### src/rtl/aes_kat_sequencer.sv
`timescale 1ns/1ps
// aes_kat_sequencer: replays key/plaintext vectors into an AES core,
// checks the ciphertext and keeps pass/fail/timeout statistics.
module aes_kat_sequencer #(
  parameter int DATA_W  = 128,
  parameter int NUM_VEC = 2,
  parameter int TIMEOUT = 64,
  parameter int GAP_CYC = 2,
  parameter bit LOOP    = 1'b0,
  parameter int CNT_W   = 16,
  parameter logic [NUM_VEC*DATA_W-1:0] KEY_ROM = {
    128'h2b7e151628aed2a6abf7158809cf4f3c,
    128'h000102030405060708090a0b0c0d0e0f},
  parameter logic [NUM_VEC*DATA_W-1:0] PT_ROM = {
    128'h3243f6a8885a308d313198a2e0370734,
    128'h00112233445566778899aabbccddeeff},
  parameter logic [NUM_VEC*DATA_W-1:0] CT_ROM = {
    128'h3925841d02dc09fbdc118597196a0b32,
    128'h69c4e0d86a7b0430d8cdb78070b4c55a},
  localparam int VA_W = (NUM_VEC > 1) ? $clog2(NUM_VEC) : 1
) (
  input  logic              CLK,
  input  logic              RST,
  input  logic              run,
  input  logic              abort,
  output logic              core_start,
  output logic [DATA_W-1:0] core_key,
  output logic [DATA_W-1:0] core_di,
  input  logic [DATA_W-1:0] core_do,
  input  logic              core_done,
  output logic              busy,
  output logic              finished,
  output logic [VA_W-1:0]   vec_idx,
  output logic [CNT_W-1:0]  pass_cnt,
  output logic [CNT_W-1:0]  fail_cnt,
  output logic              timeout_err,
  output logic [VA_W-1:0]   first_fail
);

  localparam int MAXC = (TIMEOUT > GAP_CYC) ? TIMEOUT : GAP_CYC;
  localparam int CW   = $clog2(MAXC + 1);

  typedef enum logic [2:0] {
    S_IDLE, S_LOAD, S_RUN, S_GAP, S_DONE
  } state_t;

  state_t state_q, state_d;

  logic [DATA_W-1:0] key_q, key_d;
  logic [DATA_W-1:0] di_q, di_d;
  logic [DATA_W-1:0] exp_q, exp_d;
  logic [VA_W-1:0]   vec_idx_q, vec_idx_d;
  logic [VA_W-1:0]   first_fail_q, first_fail_d;
  logic [CNT_W-1:0]  pass_cnt_q, pass_cnt_d;
  logic [CNT_W-1:0]  fail_cnt_q, fail_cnt_d;
  logic              timeout_err_q, timeout_err_d;
  logic [CW-1:0]     cnt_q, cnt_d;

  logic tmo, gap_ok, last;
  logic pass_inc, fail_inc;

  logic [DATA_W-1:0] key_rom [NUM_VEC];
  logic [DATA_W-1:0] pt_rom  [NUM_VEC];
  logic [DATA_W-1:0] ct_rom  [NUM_VEC];

  for (genvar i = 0; i < NUM_VEC; i++) begin : g_rom
    assign key_rom[i] = KEY_ROM[i*DATA_W +: DATA_W];
    assign pt_rom[i]  = PT_ROM[i*DATA_W +: DATA_W];
    assign ct_rom[i]  = CT_ROM[i*DATA_W +: DATA_W];
  end

  assign tmo    = (cnt_q == CW'(TIMEOUT - 1));
  assign gap_ok = (cnt_q >= CW'(GAP_CYC - 1)) && !core_done;
  assign last   = (vec_idx_q == VA_W'(NUM_VEC - 1));

  // State register
  always_ff @(posedge CLK) begin
    if (RST) state_q <= S_IDLE;
    else     state_q <= state_d;
  end

  // Next state: abort wins over done/timeout in every busy state
  always_comb begin
    state_d = state_q;
    unique case (state_q)
      S_IDLE, S_DONE: if (run) state_d = S_LOAD;
      S_LOAD: state_d = abort ? S_DONE : S_RUN;
      S_RUN: begin
        if (abort)                 state_d = S_DONE;
        else if (core_done || tmo) state_d = S_GAP;
      end
      S_GAP: begin
        if (abort) state_d = S_DONE;
        else if (gap_ok)
          state_d = (last && !LOOP) ? S_DONE : S_LOAD;
      end
      default: state_d = S_IDLE;
    endcase
  end

  // Outputs decoded from the registered state
  always_comb begin
    core_start = (state_q == S_RUN);
    busy       = (state_q == S_LOAD) || (state_q == S_RUN) ||
                 (state_q == S_GAP);
    finished   = (state_q == S_DONE);
  end

  // Datapath next values: vector load, scoring, gap/timeout counter
  always_comb begin
    key_d         = key_q;
    di_d          = di_q;
    exp_d         = exp_q;
    vec_idx_d     = vec_idx_q;
    first_fail_d  = first_fail_q;
    pass_cnt_d    = pass_cnt_q;
    fail_cnt_d    = fail_cnt_q;
    timeout_err_d = timeout_err_q;
    cnt_d         = cnt_q;
    pass_inc      = 1'b0;
    fail_inc      = 1'b0;
    unique case (state_q)
      S_IDLE, S_DONE: begin
        if (run) begin
          vec_idx_d     = '0;
          first_fail_d  = '0;
          pass_cnt_d    = '0;
          fail_cnt_d    = '0;
          timeout_err_d = 1'b0;
        end
      end
      S_LOAD: begin
        key_d = key_rom[vec_idx_q];
        di_d  = pt_rom[vec_idx_q];
        exp_d = ct_rom[vec_idx_q];
        cnt_d = '0;
      end
      S_RUN: begin
        if (!abort) begin
          if (core_done) begin
            pass_inc = (core_do == exp_q);
            fail_inc = !pass_inc;
            cnt_d    = '0;
          end else if (tmo) begin
            fail_inc      = 1'b1;
            timeout_err_d = 1'b1;
            cnt_d         = '0;
          end else begin
            cnt_d = cnt_q + 1'b1;
          end
        end
      end
      S_GAP: begin
        if (cnt_q < CW'(GAP_CYC - 1)) cnt_d = cnt_q + 1'b1;
        if (!abort && gap_ok) begin
          if (!last)     vec_idx_d = vec_idx_q + 1'b1;
          else if (LOOP) vec_idx_d = '0;
        end
      end
      default: ;
    endcase
    if (pass_inc && (pass_cnt_q != '1))
      pass_cnt_d = pass_cnt_q + 1'b1;
    if (fail_inc) begin
      if (fail_cnt_q == '0) first_fail_d = vec_idx_q;
      if (fail_cnt_q != '1) fail_cnt_d = fail_cnt_q + 1'b1;
    end
  end

  // Datapath registers
  always_ff @(posedge CLK) begin
    if (RST) begin
      key_q         <= '0;
      di_q          <= '0;
      exp_q         <= '0;
      vec_idx_q     <= '0;
      first_fail_q  <= '0;
      pass_cnt_q    <= '0;
      fail_cnt_q    <= '0;
      timeout_err_q <= 1'b0;
      cnt_q         <= '0;
    end else begin
      key_q         <= key_d;
      di_q          <= di_d;
      exp_q         <= exp_d;
      vec_idx_q     <= vec_idx_d;
      first_fail_q  <= first_fail_d;
      pass_cnt_q    <= pass_cnt_d;
      fail_cnt_q    <= fail_cnt_d;
      timeout_err_q <= timeout_err_d;
      cnt_q         <= cnt_d;
    end
  end

  assign core_key    = key_q;
  assign core_di     = di_q;
  assign vec_idx     = vec_idx_q;
  assign pass_cnt    = pass_cnt_q;
  assign fail_cnt    = fail_cnt_q;
  assign timeout_err = timeout_err_q;
  assign first_fail  = first_fail_q;

endmodule

### config.mk
export PLATFORM = sky130hd
export DESIGN_NAME = aes_kat_sequencer
export DESIGN_NICKNAME = d
export VERILOG_FILES = /design/src/rtl/aes_kat_sequencer.sv
export SDC_FILE = /design/constraint.sdc
export NUM_CORES = 1
export LEC_CHECK = 0
export ABC_CLOCK_PERIOD_IN_PS = 7900
export CELL_PAD_IN_SITES_DETAIL_PLACEMENT = 1
export CELL_PAD_IN_SITES_GLOBAL_PLACEMENT = 1
export CORE_AREA = 2 2 166 168
export DETAILED_ROUTE_END_ITERATION = 12
export DIE_AREA = 0 0 168 170
export GPL_TIMING_DRIVEN = 0
export MAX_ROUTING_LAYER = met4
export PLACE_DENSITY = 0.75
export SLEW_MARGIN = 20
export SYNTH_ARGS = -nofsm -noshare
export SYNTH_HDL_FRONTEND = slang
export SYNTH_SLANG_ARGS = --single-unit
export TNS_END_PERCENT = 10
### constraint.sdc
create_clock -name CLK -period 7.9 [get_ports CLK]
set_clock_uncertainty 0.05 [all_clocks]
set_input_delay 1.975 -clock CLK [delete_from_list [all_inputs] [get_ports CLK]]
set_output_delay 1.975 -clock CLK [all_outputs]
set_load 0.01 [all_outputs]
==> results of run 1 <==
[metal layers]
layer  vias to the layer above  GRT usage  part of all wire
li1                       2910          -                 -
met1                      2718     0.1640              0.38
met2                       200     0.2846              0.54
met3                        17    0.03093             0.060
met4                         0    0.03478             0.015
met5                         -          -                 0
[synthesized netlist by cell type (all sizes together) (2+ instances only)]
master / number / area, µm²
mux2i: 2 / 20.02
nand4: 24 / 150.1
nor3: 19 / 95.09
a221o: 8 / 80.08
xnor2: 5 / 43.79
nand2: 34 / 127.6
or4: 13 / 97.59
xor2: 7 / 61.31
nand3: 20 / 100.1
and3: 8 / 50.05
a2bb2oi: 2 / 17.52
a21oi: 24 / 123.9
o21ai: 22 / 110.1
nor4b: 6 / 52.55
buf: 258 / 1929
a22o: 3 / 26.28
clkbuf: 10 / 37.54
inv: 9 / 33.78
a31oi: 3 / 18.77
o2111ai: 3 / 26.28
a21o: 16 / 120.1
nor4: 27 / 175.2
and4: 2 / 17.52
or3: 5 / 31.28
nor2b: 6 / 37.54
a211o: 3 / 26.28
ha: 5 / 62.56
o2bb2ai: 3 / 26.28
o41ai: 2 / 17.52
nor2: 32 / 122.6
or2: 7 / 43.79
o311ai: 2 / 17.52
and2: 4 / 25.02
dfxtp: 48 / 960.9
nand2b: 11 / 68.82
o31ai: 3 / 22.52
a211oi: 6 / 45.04
[worst paths after layout]
check	start	to	slack, ns	depth (start not counted)
max reg2reg	exp_q[124]	fail_cnt[9]	3.91	11
min	cnt_q[6]	cnt_q[6]	0.45	2
max	core_do[35]	fail_cnt[9]	3.06	10
min reg2reg	cnt_q[6]	cnt_q[6]	0.45	2
[registers in the layout, summed over array words and instances, names as in the netlist]
name,cells
vec_idx,1
state_q,3
pass_cnt,16
timeout_err,1
exp_q,3
first_fail,1
cnt_q,7
fail_cnt,16
[cell type report]
cell class | count | share of cell area
Antenna cell | 5 | 0.001321
Timing Repair Buffer | 343 | 0.3661
Multi-Input combinational cell | 431 | 0.2598
Tap cell | 341 | 0.04503
Sequential cell | 48 | 0.1021
Clock buffer | 7 | 0.01400
Buffer | 268 | 0.2076
Inverter | 9 | 0.003566
Clock inverter | 1 | 0.0005283
[logic make-up (layout without fill, tap and decap cells)]
group           after synthesis  count (layout)  synth area share
buf+inv                     277             628            0.3922
mux                           3               3          0.006132
compound gates              107             107            0.1440
simple gates                219             219            0.2357
flops                        48              48            0.1884
other cells                   1              90         0.0007351
xor+xnor                     12              12           0.02060
fa+ha+maj                     5               5           0.01226
[worst reg2reg max path: cells and delay by family, from the launching register on]
family	cells	cell delay [ns]
AOI/OAI and AO/OA	2	0.66
buffers and inverters	4	1.40
DFF	1	0.81
and+or+nand+nor	5	0.96
[stage by stage]
step	total power, mW	cell area [µm²]	utilization
2_1_floorplan	0.4978	5416	-
4_1_cts	0.9528	9455	0.3548
3_5_place_dp	0.7389	9318	0.3496
5_1_grt	0.9947	9474	0.3555
6_report	0.9423	9474	0.3555
3_3_place_gp	0.7330	9256	0.3473
[power breakdown]
group | switching [mW] | internal [mW] | total (mW) | leakage [nW]
logic | 0.174 | 0.298 | 0.472 | 3.62
registers | 0.0152 | 0.247 | 0.262 | 0.389
clock network | 0.0912 | 0.117 | 0.208 | 0.0679
total | 0.281 | 0.662 | 0.942 | 4.07
==> reports/qor.csv, run 1 <==
stage,metric,value,unit
outcome,run_status,"finished, final reports clean",
grt,grt_pass1_wl,33080,µm
floorplan,die_y,170,µm
cts,numCtsBuffers,5,
critical_path,crit_chain,clkdlybuf4s50_1 > nor4_1 > nand4_1 > or4_1 > nor4_2 > and3_1 > buf_4 > nor2_2 > buf_2 > a221o_1,
yosys,synth_area,5101,µm²
yosys,synthFlopType,dfxtp_1,
layout,fillers,3198,
cts,cts_setup_buffers,0,
yosys,synth.distinct_cells,51,
cts,hold_buffers,0,
cts,cts_sinks,48,
drt,drt_wl_total,22320,µm
floorplan,row_count,60,
grt,antenna_found_initial,5,
critical_path,cp.required,8.02,ns
floorplan,coreArea,26650,µm²
layout,area_delta_synth_final,85.72,%
placement,dpl.cell_count,1440,
cts,cts_tree,built,
yosys,syn_avg_cell_area,7.591,µm²
drt,route.vias.total,5845,
timing,finalSetupTns,0,ns
layout,seqCellArea,967.2,µm²
timing,hold_viol,0,
run,drv_cap,0,
drt,wl_per_cell,15.36,µm
yosys,ys_ff_latch,48,
yosys,synth-async-reset-ratio,0,
drt,drc,0,
yosys,synthCells,672,
drt,ant_nets,0,
layout,drive_above_1_share,0.2538,
layout,fin_cells,1453,
timing,worst_pin_slew,0.7304,ns
floorplan,initial_utilization,0.1914,
timing,setup_ws,3.059,ns
power_and_ir_drop,power_per_cell_area,99.46,nW/µm²
critical_path,critical_path_arrival,4.96,ns
timing,relSlewSlack,0.5131,
cts,cts.path.max_buffers,2,
grt,grt_pass1_vias,5644,
timing,final_max_slew_viol_count,0,
yosys,seq_area_frac_synth,0.1884,
critical_path,cpPeakStageDelay,0.61,ns
hold_path,min_path_type,flop to flop,
layout,layout.nets,1244,
critical_path,start_kind,input port,
power_and_ir_drop,ir_worst_vdd,0.06846,mV
timing,finalSetupViolCount,0,
drt,dr.pass1.iters,4,
floorplan,io_pins,427,
cts,htreeDepth,2,
floorplan,die_x,168,µm
drt,first_iter_violations,153,
timing,max_freq,0.2066,GHz
power_and_ir_drop,cellLeakagePower,4.074,nW
timing,fin_crit,4.841,ns
timing,hold_slack,0.4521,ns
critical_path,critPathKind,input port to flop,
floorplan,die-area,28560,µm²
layout,final_common_cell,clkdlybuf4s50_1,
critical_path,path_max_fanout,10,
yosys,yosys_warnings,0,
grt,globalRouteOverflowTotal,0,
critical_path,crit_family,simple AND/OR/NAND/NOR gates,
timing,fin_crit_sh,0.6128,
critical_path,critPathSlowestCell,or4_1,
placement,post-dp-hpwl,19020,µm
grt,gr-usage-all-layers,0.1516,
placement,numPortBuffers,341,
critical_path,endpoint_kind,flop,
layout,multi_input_comb_area,2461,µm²
yosys,synth-edff-count,0,
cts,cts_root_buf,clkbuf_16,
placement,gp_congestion,0.7949,
cts,clock_latency,0.29,ns
cts,postCtsResizedCells,0,
drt,vias_per_cell,4.023,
cts,cts.clk_slew.worst_paths,0.06,ns
placement,place_ws,2.712,ns
critical_path,critPathBufInv,3,
grt,grt_max_degree,77,
layout,mostFrequentLayoutCells,"clkdlybuf4s50_1, buf_4, conb_1",
timing,rsz0062_at_grt,false,
(Power assumes the default switching activity.)
==> run 2: changes to the inputs <==
--- a/config.mk
+++ b/config.mk
@@ -5,15 +5,16 @@
 export SDC_FILE = /design/constraint.sdc
 export NUM_CORES = 1
 export LEC_CHECK = 0
-export ABC_CLOCK_PERIOD_IN_PS = 7900
+export ABC_CLOCK_PERIOD_IN_PS = 4059
 export CELL_PAD_IN_SITES_DETAIL_PLACEMENT = 1
 export CELL_PAD_IN_SITES_GLOBAL_PLACEMENT = 1
-export CORE_AREA = 2 2 166 168
+export CORE_ASPECT_RATIO = 0.8
+export CORE_MARGIN = 2
+export CORE_UTILIZATION = 19
 export DETAILED_ROUTE_END_ITERATION = 12
-export DIE_AREA = 0 0 168 170
 export GPL_TIMING_DRIVEN = 0
 export MAX_ROUTING_LAYER = met4
-export PLACE_DENSITY = 0.75
+export PLACE_DENSITY = 0.78
 export SLEW_MARGIN = 20
 export SYNTH_ARGS = -nofsm -noshare
 export SYNTH_HDL_FRONTEND = slang
==> constraint.sdc (replaced) <==
create_clock -name CLK -period 4.06 [get_ports CLK]
set_clock_uncertainty 0.05 [all_clocks]
set_input_delay 1.015 -clock CLK [delete_from_list [all_inputs] [get_ports CLK]]
set_output_delay 1.015 -clock CLK [all_outputs]
set_load 0.01 [all_outputs]
==> run 2 against run 1 <==
  * Critical path depth did not move
  * Clock-buffer cell count fell by 1
  * Clock power up 110%
  * First-iteration DRC count grew 43%
  * Hold slack got worse by 0.017 ns
  * Critical endpoint is now fail_cnt[5]
==> reports/qor.csv, run 2 (synthesis gave the netlist of run 1 again) <==
stage,metric,value,unit,change
critical_path,critPathBufInv,3,,unchanged
layout,fin_cells,1466,,+0.89%
cts,hold_buffers,0,,unchanged
grt,grt_busiest_layer,met2,,
timing,finalSetupTns,0,ns,unchanged
timing,fin_crit,3.861,ns,
drt,vias_per_cell,4.029,,+0.15%
layout,fillers,3185,,-0.41%
drt,route.vias.total,5906,,+1.0%
critical_path,critical_path_arrival,3.99,ns,-0.97 ns
critical_path,endpoint_kind,flop,,
critical_path,path_max_fanout,10,,unchanged
power_and_ir_drop,p_sw_frac,0.3066,,+0.008695
layout,seqCellArea,967.2,µm²,unchanged
placement,numPortBuffers,341,,unchanged
critical_path,critPathSlowestCell,or4_4,,
layout,mostFrequentLayoutCells,"clkdlybuf4s50_1, buf_4, conb_1",,
cts,numCtsBuffers,5,,unchanged
run,drv_cap,0,,unchanged
grt,grtUsageMet3,0.02704,,-0.003891
critical_path,crit_family,simple AND/OR/NAND/NOR gates,,
grt,antenna_found_initial,1,,-4
layout,multi_input_comb_area,2474,µm²,+0.51%
cts,cts_root_buf,clkbuf_16,,
timing,fin_crit_sh,0.9509,,
floorplan,initial_utilization,0.1938,,+0.002356
power_and_ir_drop,power.switching,0.5745,mW,+100%
drt,ant_nets,0,,unchanged
layout,final_util,0.3615,,+0.005992
layout,drive_above_1_share,0.2572,,+0.003381
critical_path,crit_chain,clkdlybuf4s50_1 > nor4_1 > nand4_1 > or4_4 > nor4_4 > and3_1 > buf_4 > nor2_2 > buf_2 > a221o_1,,
timing,final_max_slew_viol_count,0,,unchanged
grt,grt_pass1_wl,31790,µm,-3.9%
power_and_ir_drop,p_seq_frac,0.265,,-0.013
power_and_ir_drop,clkPwrFrac,0.235,,+0.014
power_and_ir_drop,internal-power,1.300,mW,+96%
cts,cts_tree,built,,
layout,layout.nets,1245,,+0.080%
drt,wl_per_cell,14.46,µm,-5.9%
floorplan,die-area,28180,µm²,-1.3%
cts,htreeDepth,2,,unchanged
cts,clock_latency,0.30,ns,about the same
placement,post-dp-hpwl,17840,µm,-6.2%
cts,cts.path.max_buffers,2,,unchanged
floorplan,die_x,187.2,µm,+11%
critical_path,cp.required,4.19,ns,-3.83 ns
layout,area_delta_synth_final,86.56,%,
floorplan,die_y,150.6,µm,-11%
drt,first_iter_violations,219,,+43%
floorplan,coreArea,26330,µm²,-1.2%
timing,finalSetupViolCount,0,,unchanged
placement,gp_congestion,0.7946,,about the same
placement,dpl.cell_count,1456,,+1.1%
power_and_ir_drop,ir_worst_vdd,0.1488,mV,+120%
drt,drt_wl_total,21190,µm,-5.0%
grt,grt_max_degree,77,,unchanged
power_and_ir_drop,power,1.874,mW,+99%
timing,rsz0062_at_grt,false,,
floorplan,row_count,53,,-12%
grt,use_met1,0.1786,,+0.01459
critical_path,critPathKind,input port to flop,,
hold_path,min_path_type,flop to flop,,
cts,cts_sinks,48,,unchanged
timing,worst_pin_slew,1.088,ns,+0.3576 ns
grt,grt_pass1_vias,5733,,+1.6%
timing,relSlewSlack,0.2698,,-0.2433
drt,dr.pass1.iters,4,,unchanged
grt,globalRouteOverflowTotal,0,,unchanged
cts,cts.clk_slew.worst_paths,0.07,ns,about the same
timing,hold_viol,0,,unchanged
floorplan,io_pins,427,,unchanged
critical_path,start_kind,input port,,
grt,use_met2,0.2481,,-0.03644
outcome,run_status,"finished, final reports clean",,
timing,max_freq,0.2590,GHz,
power_and_ir_drop,power_per_cell_area,196.9,nW/µm²,+98%
power_and_ir_drop,cellLeakagePower,4.098,nW,+0.61%
power_and_ir_drop,comb_power_share,0.500,,about the same
critical_path,cpPeakStageDelay,0.60,ns,about the same
layout,final_common_cell,clkdlybuf4s50_1,,
drt,drc,0,,unchanged
grt,gr-usage-all-layers,0.1450,,-0.006666
## run 2: changes by cell type in the layout (fill, tap and decap cells not counted), sizes merged
| cell | previous run | this run |
|---|---|---|
| inv | 9 | 10 |
| buf | 260 | 261 |
| diode | 5 | 1 |
| clkinvlp | 0 | 1 |
| clkbuf | 17 | 16 |
| clkinv | 1 | 0 |
## run 2: through the flow
step                      worst slack, ns  instance area [µm²]  hold slack [ns]
after global placement            -0.9056                 9276           0.4059
after floorplan                    0.3299                 5416           0.4025
after detailed placement          -0.5620                 9323           0.4098
after CTS                        0.005345                 9482           0.4292
after global routing             0.006130                 9514           0.4623
final                              0.1994                 9517           0.4347
## run 2: metal layers
layer  part of all wire  vias up
li1                   -     2916
met5                  0        -
met4              0.014        0
met3              0.067       24
met1               0.43     2727
met2               0.49      239
## run 2: power by group through the flow
stage	sequential [mW]	combinational [mW]	clock [mW]
3_3_place_gp	0.539	0.896	0
2_1_floorplan	0.525	0.443	0
3_5_place_dp	0.509	0.932	0
5_1_grt	0.500	1.01	0.473
6_report	0.498	0.937	0.440
4_1_cts	0.498	0.937	0.452
## run 2: timing repair
item | 4_1_cts | 5_1_grt
resized for setup | 1 | 2
pin swaps | 0 | 1
buffers inserted | 0 | 1
setup endpoints to repair | 30 | 12
## run 2: worst paths after layout
check,from,end,slack [ns],depth (start not counted)
setup reg to reg,exp_q[124],fail_cnt[5],0.50,11
setup / recovery,core_do[37],fail_cnt[5],0.20,10
hold reg to reg,timeout_err,timeout_err,0.43,2
hold / removal,timeout_err,timeout_err,0.43,2
## run 2: layout make-up
cell class                      count  area share
Timing Repair Buffer              344      0.3650
Multi-Input combinational cell    431      0.2599
Buffer                            268      0.2067
Sequential cell                    48      0.1016
Tap cell                          357     0.04694
Clock buffer                        6     0.01459
Inverter                            9    0.003550
Clock inverter                      2    0.001446
Antenna cell                        1   0.0002630
## run 2: worst reg2reg max path, stage by stage, from the launching register on
cell and delay [ns]:
dfxtp_4 0.62, clkbuf_1 0.37, clkbuf_1 0.43, nand3_1 0.16, a211oi_1 0.26, nand4_1 0.12
nor3_1 0.36, and3_1 0.27, buf_4 0.20, nor2_2 0.07, buf_2 0.19, a221o_1 0.35
